==> config.mk <==
export PLATFORM = sky130hd
export DESIGN_NAME = cordic_seq_ctrl
export DESIGN_NICKNAME = d
export VERILOG_FILES = /design/src/rtl/cordic_seq_ctrl.sv
export SDC_FILE = /design/constraint.sdc
export NUM_CORES = 1
export LEC_CHECK = 0
export CORE_MARGIN = 10
export CORE_UTILIZATION = 43
export CTS_CLUSTER_DIAMETER = 30
export DETAILED_ROUTE_END_ITERATION = 12
export MAX_ROUTING_LAYER = met4
export PLACE_DENSITY = 0.85
export SYNTH_ARGS = -nofsm -noshare
export SYNTH_HDL_FRONTEND = slang
export SYNTH_SLANG_ARGS = --single-unit
==> constraint.sdc <==
create_clock -name clock -period 5.54 [get_ports clock]
set_input_delay 0.554 -clock clock [delete_from_list [all_inputs] [get_ports clock]]
set_output_delay 0.554 -clock clock [all_outputs]
set_load 0.02 [all_outputs]
==> src/rtl/cordic_seq_ctrl.sv <==
// Sequencer for the floating-point cosine instruction: float->fixed, CORDIC, fixed->float.
// Defining CORDIC_CTRL_CACHE_EN adds a one-entry cache of the last normal result.

module cordic_seq_ctrl #(
  parameter int unsigned TIMEOUT  = 64,
  parameter logic [31:0] NAN_WORD = 32'h7FC0_0000
) (
  input  logic        clock,
  input  logic        reset,
  input  logic        clk_en,
  input  logic        start,
  input  logic [31:0] dataa,
  output logic        done,
  output logic [31:0] result,
  output logic        busy,
  output logic        timeout_err,
  output logic        cv_start,
  output logic [31:0] cv_data,
  input  logic        cv_done,
  input  logic [31:0] cv_result,
  output logic        cs_start,
  output logic [31:0] cs_theta,
  input  logic        cs_done,
  input  logic [31:0] cs_result,
  output logic        cb_start,
  output logic [31:0] cb_data,
  input  logic        cb_done,
  input  logic [31:0] cb_result
);

  localparam int unsigned   CntW   = $clog2(TIMEOUT + 1);
  localparam logic [CntW-1:0] CntMax = CntW'(TIMEOUT);

  localparam logic [1:0] StIdle = 2'd0;
  localparam logic [1:0] StConv = 2'd1;
  localparam logic [1:0] StRot  = 2'd2;
  localparam logic [1:0] StBack = 2'd3;

  logic [1:0]      state_q, state_d;
  logic [CntW-1:0] cnt_q, cnt_d;
  logic            done_q, done_d;
  logic [31:0]     result_q, result_d;
  logic            busy_q, busy_d;
  logic            terr_q, terr_d;
  logic            cv_start_q, cv_start_d;
  logic [31:0]     cv_data_q, cv_data_d;
  logic            cs_start_q, cs_start_d;
  logic [31:0]     cs_theta_q, cs_theta_d;
  logic            cb_start_q, cb_start_d;
  logic [31:0]     cb_data_q, cb_data_d;

  logic            stage_done;
  logic            cache_hit;
  logic [31:0]     cache_word;
  logic            cache_wr;

  always_comb begin
    // A done in the same cycle as its own start pulse is ignored.
    stage_done = 1'b0;
    case (state_q)
      StConv:  stage_done = cv_done & ~cv_start_q;
      StRot:   stage_done = cs_done & ~cs_start_q;
      StBack:  stage_done = cb_done & ~cb_start_q;
      default: stage_done = 1'b0;
    endcase
  end

  always_comb begin
    state_d    = state_q;
    cnt_d      = cnt_q;
    done_d     = 1'b0;
    result_d   = result_q;
    busy_d     = busy_q;
    terr_d     = terr_q;
    cv_start_d = 1'b0;
    cv_data_d  = cv_data_q;
    cs_start_d = 1'b0;
    cs_theta_d = cs_theta_q;
    cb_start_d = 1'b0;
    cb_data_d  = cb_data_q;
    cache_wr   = 1'b0;

    if (state_q == StIdle) begin
      if (start) begin
        terr_d = 1'b0;
        if (cache_hit) begin
          result_d = cache_word;
          done_d   = 1'b1;
        end else begin
          cv_data_d  = dataa;
          cv_start_d = 1'b1;
          busy_d     = 1'b1;
          cnt_d      = '0;
          state_d    = StConv;
        end
      end
    end else if (stage_done) begin
      cnt_d = '0;
      case (state_q)
        StConv: begin
          cs_theta_d = cv_result;
          cs_start_d = 1'b1;
          state_d    = StRot;
        end
        StRot: begin
          cb_data_d  = cs_result;
          cb_start_d = 1'b1;
          state_d    = StBack;
        end
        default: begin
          result_d = cb_result;
          done_d   = 1'b1;
          busy_d   = 1'b0;
          cache_wr = 1'b1;
          state_d  = StIdle;
        end
      endcase
    end else if (cnt_q == CntMax) begin
      result_d = NAN_WORD;
      done_d   = 1'b1;
      terr_d   = 1'b1;
      busy_d   = 1'b0;
      cnt_d    = '0;
      state_d  = StIdle;
    end else begin
      cnt_d = cnt_q + CntW'(1);
    end
  end

  always_ff @(posedge clock) begin
    if (reset) begin
      state_q    <= StIdle;
      cnt_q      <= '0;
      done_q     <= 1'b0;
      result_q   <= '0;
      busy_q     <= 1'b0;
      terr_q     <= 1'b0;
      cv_start_q <= 1'b0;
      cv_data_q  <= '0;
      cs_start_q <= 1'b0;
      cs_theta_q <= '0;
      cb_start_q <= 1'b0;
      cb_data_q  <= '0;
    end else if (clk_en) begin
      state_q    <= state_d;
      cnt_q      <= cnt_d;
      done_q     <= done_d;
      result_q   <= result_d;
      busy_q     <= busy_d;
      terr_q     <= terr_d;
      cv_start_q <= cv_start_d;
      cv_data_q  <= cv_data_d;
      cs_start_q <= cs_start_d;
      cs_theta_q <= cs_theta_d;
      cb_start_q <= cb_start_d;
      cb_data_q  <= cb_data_d;
    end
  end

`ifdef CORDIC_CTRL_CACHE_EN
  logic        cache_valid_q;
  logic [31:0] cache_in_q;
  logic [31:0] cache_out_q;

  // cv_data_q still holds the request word when the final stage completes.
  always_ff @(posedge clock) begin
    if (reset) begin
      cache_valid_q <= 1'b0;
    end else if (clk_en && cache_wr) begin
      cache_valid_q <= 1'b1;
      cache_in_q    <= cv_data_q;
      cache_out_q   <= cb_result;
    end
  end

  assign cache_hit  = cache_valid_q && (dataa == cache_in_q);
  assign cache_word = cache_out_q;
`else
  logic unused_cache_wr;
  assign unused_cache_wr = cache_wr;
  assign cache_hit       = 1'b0;
  assign cache_word      = '0;
`endif

  assign done        = done_q;
  assign result      = result_q;
  assign busy        = busy_q;
  assign timeout_err = terr_q;
  assign cv_start    = cv_start_q;
  assign cv_data     = cv_data_q;
  assign cs_start    = cs_start_q;
  assign cs_theta    = cs_theta_q;
  assign cb_start    = cb_start_q;
  assign cb_data     = cb_data_q;

endmodule
==> results of run 1 <==
[where the power goes]
part,internal [W],total [W],switching (W)
registers,0.00104,0.00105,0.00000756
logic,0.000123,0.000215,0.0000920
clock network,0.000815,0.00124,0.000423
total,0.00198,0.00250,0.000522
[through the flow]
step | area (µm²) | power (W) | utilization | worst slack (ps)
after global routing | 8790 | 0.00259 | 0.723 | 2260
final | 8790 | 0.00250 | 0.723 | 2440
after CTS | 8790 | 0.00253 | 0.723 | 2400
after floorplan | 5390 | 0.00115 | - | 3360
after detailed placement | 8140 | 0.00129 | 0.669 | 2080
after global placement | 8140 | 0.00129 | 0.669 | 2170
[final cells by class]
type | count | share of cell area
sequential | 143 | 0.326
timing repair buffer | 273 | 0.309
multi-input combinational | 444 | 0.260
clock buffer | 24 | 0.0571
tap | 168 | 0.0239
clock inverter | 8 | 0.0171
inverter | 16 | 0.00683
antenna | 1 | 0.000285
[kinds of logic after synthesis]
group / after synthesis
multiplexers: 23
adder cells (fa/ha/maj): 7
flip-flops: 143
buffers and inverters: 60
AND/OR/NAND/NOR: 280
AO/OA/AOI/OAI: 129
XOR/XNOR: 5
[metal layers]
layer	vias to the layer above	track usage	share of wire
met5	-	-	0
met4	0	0.0760	0.018
met3	24	0.120	0.12
met2	203	0.341	0.49
met1	2442	0.213	0.37
li1	2623	-	-
[cells in the final DEF (no fill, tap or decap), types with 4 or more instances in the layout]
master,instances
buf_4,6
a21oi_1,105
clkdlybuf4s50_1,267
nor2_1,8
inv_1,15
dfxtp_1,143
nand2b_1,5
xor2_1,4
nand3_1,5
nor3_1,6
a211oi_1,5
ha_1,7
bufinv_16,4
nand2_1,241
clkbuf_8,5
clkbuf_16,17
mux2i_1,23
[flip-flops by register name, summed over array words and instances, names as in the netlist]
| register | flops |
|---|---|
| done | 1 |
| timeout_err | 1 |
| busy | 1 |
| cb_start | 1 |
| cs_start | 1 |
| cnt_q | 7 |
| cb_data | 32 |
| cv_data | 32 |
| cs_theta | 32 |
| state_q | 2 |
| cv_start | 1 |
| result | 32 |
[final timing paths]
check | start | cells past startpoint | slack, ps | to
setup / recovery | state_q[0] | 6 | 2440 | result[31]
hold / removal | result[22] | 2 | 440 | result[22]
setup reg to reg | state_q[0] | 6 | 2440 | result[31]
hold reg to reg | result[22] | 2 | 440 | result[22]
[worst max-delay path, stage by stage (launching register included)]
cell and delay (ps):
dfxtp_1 360, inv_1 100, ha_1 300, and4bb_1 380
o311ai_4 600, o31a_2 940, mux2i_1 320
==> summary.txt, run 1 <==
STA
  • Period utilization: 0.560
  • Fin Setup TNS: 0 ps
  • Fin crit period: 3100 ps
  • Slew Viols, Final: 0
  • Normalized max-slew margin: 0.225
  • RSZ-0062 raised after global routing: no
  • Tightest Pin Transition: 1160 ps
  • Final Hold Fails: 0
  • Final setup viols: 0
  • Fmax achieved: 0.322 GHz
  • Hold Worst Slack: 444 ps
  • Clock skew after layout: 8.87 ps

Status
  • Status: complete, no violations

Synth
  • EDFF count, synth: 0
  • Synth Area in Simple Gates: 0.212
  • Compound-gate portion of the synthesized area: 0.139
  • Post-synthesis register bit count: 143
  • YS warnings: 0
  • Mapped Cells: 647
  • Share of the synthesized area in the top cell type: 0.531
  • Cell with the most instances after synthesis: nand2_1
  • Post-synthesis xor/xnor area fraction: 0.00812
  • Mux share of post-synthesis cell area: 0.0427
  • Synth async-reset ratio: 0
  • Combinational family with the most area after synthesis: simple AND/OR/NAND/NOR gates
  • Post-synth cell types: 41
  • Synth top area cells: dfxtp_1 (53%), nand2_1 (17%), a21oi_1 (9.7%)
  • Cell taking the most area after synthesis: dfxtp_1
  • Syn Area/Cell: 8.33 µm²
  • Top_reg_cell synth: dfxtp_1
  • Synthesized cell area: 0.00539 mm²
  • Post-synth top cells: nand2_1 (241), dfxtp_1 (143), a21oi_1 (105)
  • Synthesized-area fraction occupied by adder cells: 0.0162
  • Register area share after synthesis: 0.531
  • Net Count, Synth: 789

Routing
  • Drc violations: 0
  • DR WL/cell: 17.2 µm
  • Number of DRC markers in iteration 0: 253
  • DR vias/cell: 4.91
  • Routed Antenna Nets: 0
  • Vias: 5,292
  • Final WL: 18,500 µm
  • DRT Pass-1 Iters: 6

Clock network
  • Setup Buffers After CTS: 0
  • Root buffer cell: clkbuf_16
  • CTS sink count: 143
  • H-tree levels: 4
  • Max Root-Sink Buffers: 2
  • Clk slew on worst S/H paths: 60 ps
  • Worst skew pair latency: 420 ps
  • CTS tree: built
  • CTS resizes: 0
  • Clock buffer count from CTS: 17
  • # hold bufs at CTS: 0

Floorplan
  • Initial Util: 0.443
  • Die W: 132 µm
  • Die height: 132 µm
  • I/O pins: 269
  • Core box area: 0.0122 mm²
  • Die area: 0.0174 mm²
  • FP Rows: 40

Worst setup path
  • Crit Path Category: register to register
  • Critical Path RT: 5870 ps
  • CP Capture Type: register
  • Startpoint Class: register
  • WP data arrival: 3430 ps
  • Crit-path max FO: 34

Run
  • Max-Cap Viols: 0

Cells and area
  • Layout area overhead: 63.1%
  • # fillers: 945
  • Nets@finish: 1,037
  • Share of layout cells above drive strength 1: 0.0507
  • Area of the multi-input gates: 0.00229 mm²
  • Fin cells: 1,077
  • Sequential Area: 0.00286 mm²

GRT
  • Largest net degree at the start of global routing: 71
  • Initial antenna violation count: 1
  • Total grt overflow: 0
  • All-Layer GR Usage: 0.213
  • Global-route wire length before repair: 28,400 µm
  • Vias in the first global route: 5,257

Placed design
  • Port bufs: 268
  • Routability cong.: 0.802
  • Placed cells: 1,044
  • Detail Placement HPWL: 13,400 µm

Hold path
  • Min-Delay Path Class: register to register

Power and ir drop
  • Power density over the cells: 285 mW/mm²
  • VDD IR max: 0.233 mV
  • Static Leak: 3.19 nW
Note: power is estimated with default switching activity, not from simulation.
==> run 2, diff against run 1 <==
- CORE_UTILIZATION: 43 -> 40
- PLACE_DENSITY: 0.85 -> 0.8
- clock period: 5.54 -> 3.1 ns (I/O delays scaled with it)
==> run 2 against run 1 <==
Combinational power rose by 80%. Flip-flop and latch count unchanged. Global-route usage decreased by 2.2 points. Die area is 6.3% higher. Final cell count grew 1.1%. Critical endpoint is now result[1].
==> summary.txt, run 2 (synthesis results as in run 1) <==
Status
  • Status: complete, no violations (unchanged)

Worst setup path
  • FF-to-FF path depth: 6 (unchanged)
  • Max incr delay on CP: 880 ps (was 940 ps)
  • Crit path capture: result[1] (was result[31])
  • Critical Path RT: 3430 ps (was 5870 ps)
  • CP Capture Type: register (unchanged)
  • Reg2reg start: state_q[1] (was state_q[0])
  • Reg2reg end: result[1] (was result[31])
  • Slowest CP cell: o31a_2 (unchanged)
  • Startpoint Class: register (unchanged)
  • Crit path launch: state_q[1] (was state_q[0])
  • Critical Path, Cell by Cell: inv_1 -> ha_1 -> and4bb_1 -> o311ai_4 -> o31a_2 -> mux2i_1 (unchanged)
  • WP data arrival: 3030 ps (was 3430 ps)
  • Crit Path Category: register to register (unchanged)
  • Reg-to-reg slack, setup: 400 ps (was 2440 ps)
  • Crit-path max FO: 34 (unchanged)

Clock network
  • CTS resizes: 0 (unchanged)
  • # hold bufs at CTS: 0 (unchanged)
  • Worst skew pair latency: 410 ps (was 420 ps)
  • CTS tree: built (unchanged)
  • Clk slew on worst S/H paths: 60 ps (about the same)
  • Root buffer cell: clkbuf_16 (unchanged)
  • Clock buffer count from CTS: 17 (unchanged)
  • CTS sink count: 143 (unchanged)
  • Max Root-Sink Buffers: 2 (unchanged)
  • Setup Buffers After CTS: 0 (unchanged)
  • H-tree levels: 4 (unchanged)

Cells and area
  • Most common cell after layout, fill and taps aside: clkdlybuf4s50_1 (unchanged)
  • Layout area overhead: 63.0% (was 63.1%)
  • Ant diodes: 0 (was 1)
  • Most frequent cells in the layout: clkdlybuf4s50_1 (267), nand2_1 (241), dfxtp_1 (143) (unchanged)
  • Share of layout cells above drive strength 1: 0.0559 (was 0.0507)
  • Nets@finish: 1,044 (was 1,037)

STA
  • Final Hold Fails: 0 (unchanged)
  • Final setup margin: 398 ps (was 2440 ps)
  • Final setup viols: 0 (unchanged)
  • Fmax achieved: 0.370 GHz (was 0.322 GHz)
  • Slew Viols, Final: 0 (unchanged)
  • Fin crit period: 2700 ps (was 3100 ps)
  • Tightest Pin Transition: 1010 ps (was 1160 ps)
  • Hold Worst Slack: 439 ps (was 444 ps)
  • Clock skew after layout: 8.20 ps (was 8.87 ps)
  • RSZ-0062 raised after global routing: no (unchanged)
  • Fin Setup TNS: 0 ps (unchanged)
  • Period utilization: 0.872 (was 0.560)
  • Normalized max-slew margin: 0.324 (was 0.225)

Floorplan
  • FP Rows: 42 (was 40)
  • Die area: 0.0185 mm² (was 0.0174 mm²)
  • Die W: 136 µm (was 132 µm)
  • I/O pins: 269 (unchanged)
  • Die height: 136 µm (was 132 µm)
  • Initial Util: 0.407 (was 0.443)
  • Core box area: 0.0132 mm² (was 0.0122 mm²)

Power and ir drop
  • VDD IR max: 0.280 mV (was 0.233 mV)
  • Static Leak: 3.20 nW (was 3.19 nW)
  • Power density over the cells: 482 mW/mm² (was 285 mW/mm²)

Routing
  • WL met1: 7360 µm (was 6940 µm)
  • DR WL/cell: 16.4 µm (was 17.2 µm)
  • WL met3: 2110 µm (was 2200 µm)
  • Drc violations: 0 (unchanged)
  • Final WL: 17,900 µm (was 18,500 µm)
  • Met2 routed WL: 8180 µm (was 9040 µm)
  • Number of DRC markers in iteration 0: 285 (was 253)
  • DR vias/cell: 4.80 (was 4.91)
  • Top sig layer: met4 (unchanged)
  • DRT Pass-1 Iters: 5 (was 6)
  • Vias: 5,227 (was 5,292)
  • Routed Antenna Nets: 0 (unchanged)

GRT
  • Initial antenna violation count: 0 (was 1)
  • Total grt overflow: 0 (unchanged)
  • Vias in the first global route: 5,184 (was 5,257)
  • Largest net degree at the start of global routing: 67 (was 71)
  • All-Layer GR Usage: 0.191 (was 0.213)
  • Global-route wire length before repair: 27,000 µm (was 28,400 µm)

Hold path
  • Min-Delay Path Class: input port to register (was register to register)

Placed design
  • Port bufs: 268 (unchanged)
  • Post-Place Worst Slack: 405 ps (was 2080 ps)
  • Detail Placement HPWL: 13,300 µm (was 13,400 µm)
  • Routability cong.: 0.877 (was 0.802)

Run
  • Max-Cap Viols: 0 (unchanged)
==> run 2: how the worst min path moves through the flow <==
stage | start | slack, ps | to | cells after the start
detailed placement | result[23] | 440 | result[23] | 2
global route | cs_result[19] | 430 | cb_data[19] | 3
finish | cs_result[15] | 440 | cb_data[15] | 3
CTS | cs_result[30] | 420 | cb_data[30] | 3
global placement | result[23] | 430 | result[23] | 2
floorplan | cs_result[12] | 450 | cb_data[12] | 2
==> run 2: cell type report <==
| cell class | count | area (µm²) |
|---|---|---|
| Timing Repair Buffer | 280 | 2780 |
| Tap cell | 176 | 220 |
| Inverter | 16 | 60.1 |
| Fill cell | 1138 | 4460 |
| Clock inverter | 7 | 85.1 |
| Multi-Input combinational cell | 444 | 2290 |
| Sequential cell | 143 | 2860 |
| Clock buffer | 23 | 488 |
==> run 2: routing by layer <==
layer  vias up  track usage
met3        27       0.0841
met2       206        0.291
met5         -            -
met4         0       0.0680
li1       2622            -
met1      2372        0.219
==> run 2: power breakdown <==
part           leakage [nW]  internal (W)  total, W  switching [W]
clock network         0.288       0.00125   0.00196       0.000712
logic                  1.76      0.000223  0.000388       0.000165
registers              1.16       0.00187   0.00188      0.0000136
total                  3.20       0.00334   0.00423       0.000890
==> run 2: worst max-delay path: cells and delay by family, from the launching register on <==
family | cells | cell delay (ps)
and+or+nand+nor | 1 | 370
muxes | 1 | 280
adders and majority gates | 1 | 250
AOI/OAI and AO/OA | 2 | 1240
buffers and inverters | 1 | 100
DFF | 1 | 370
==> run 2: through the flow <==
step / total power [W] / cell area (µm²) / utilization / std cells
floorplan: 0.00205 / 5390 / - / 647
global placement: 0.00230 / 8210 / 0.620 / 1059
detailed placement: 0.00231 / 8210 / 0.620 / 1059
CTS: 0.00429 / 8790 / 0.664 / 1089
global route: 0.00438 / 8790 / 0.664 / 1089
finish: 0.00423 / 8790 / 0.664 / 1089
==> run 3, diff against run 2 <==
- SKIP_LAST_GASP: unset -> 1
- TNS_END_PERCENT: unset -> 20
==> results of run 3 <==
The final DEF is identical to that of run 2; final timing and power are the same.
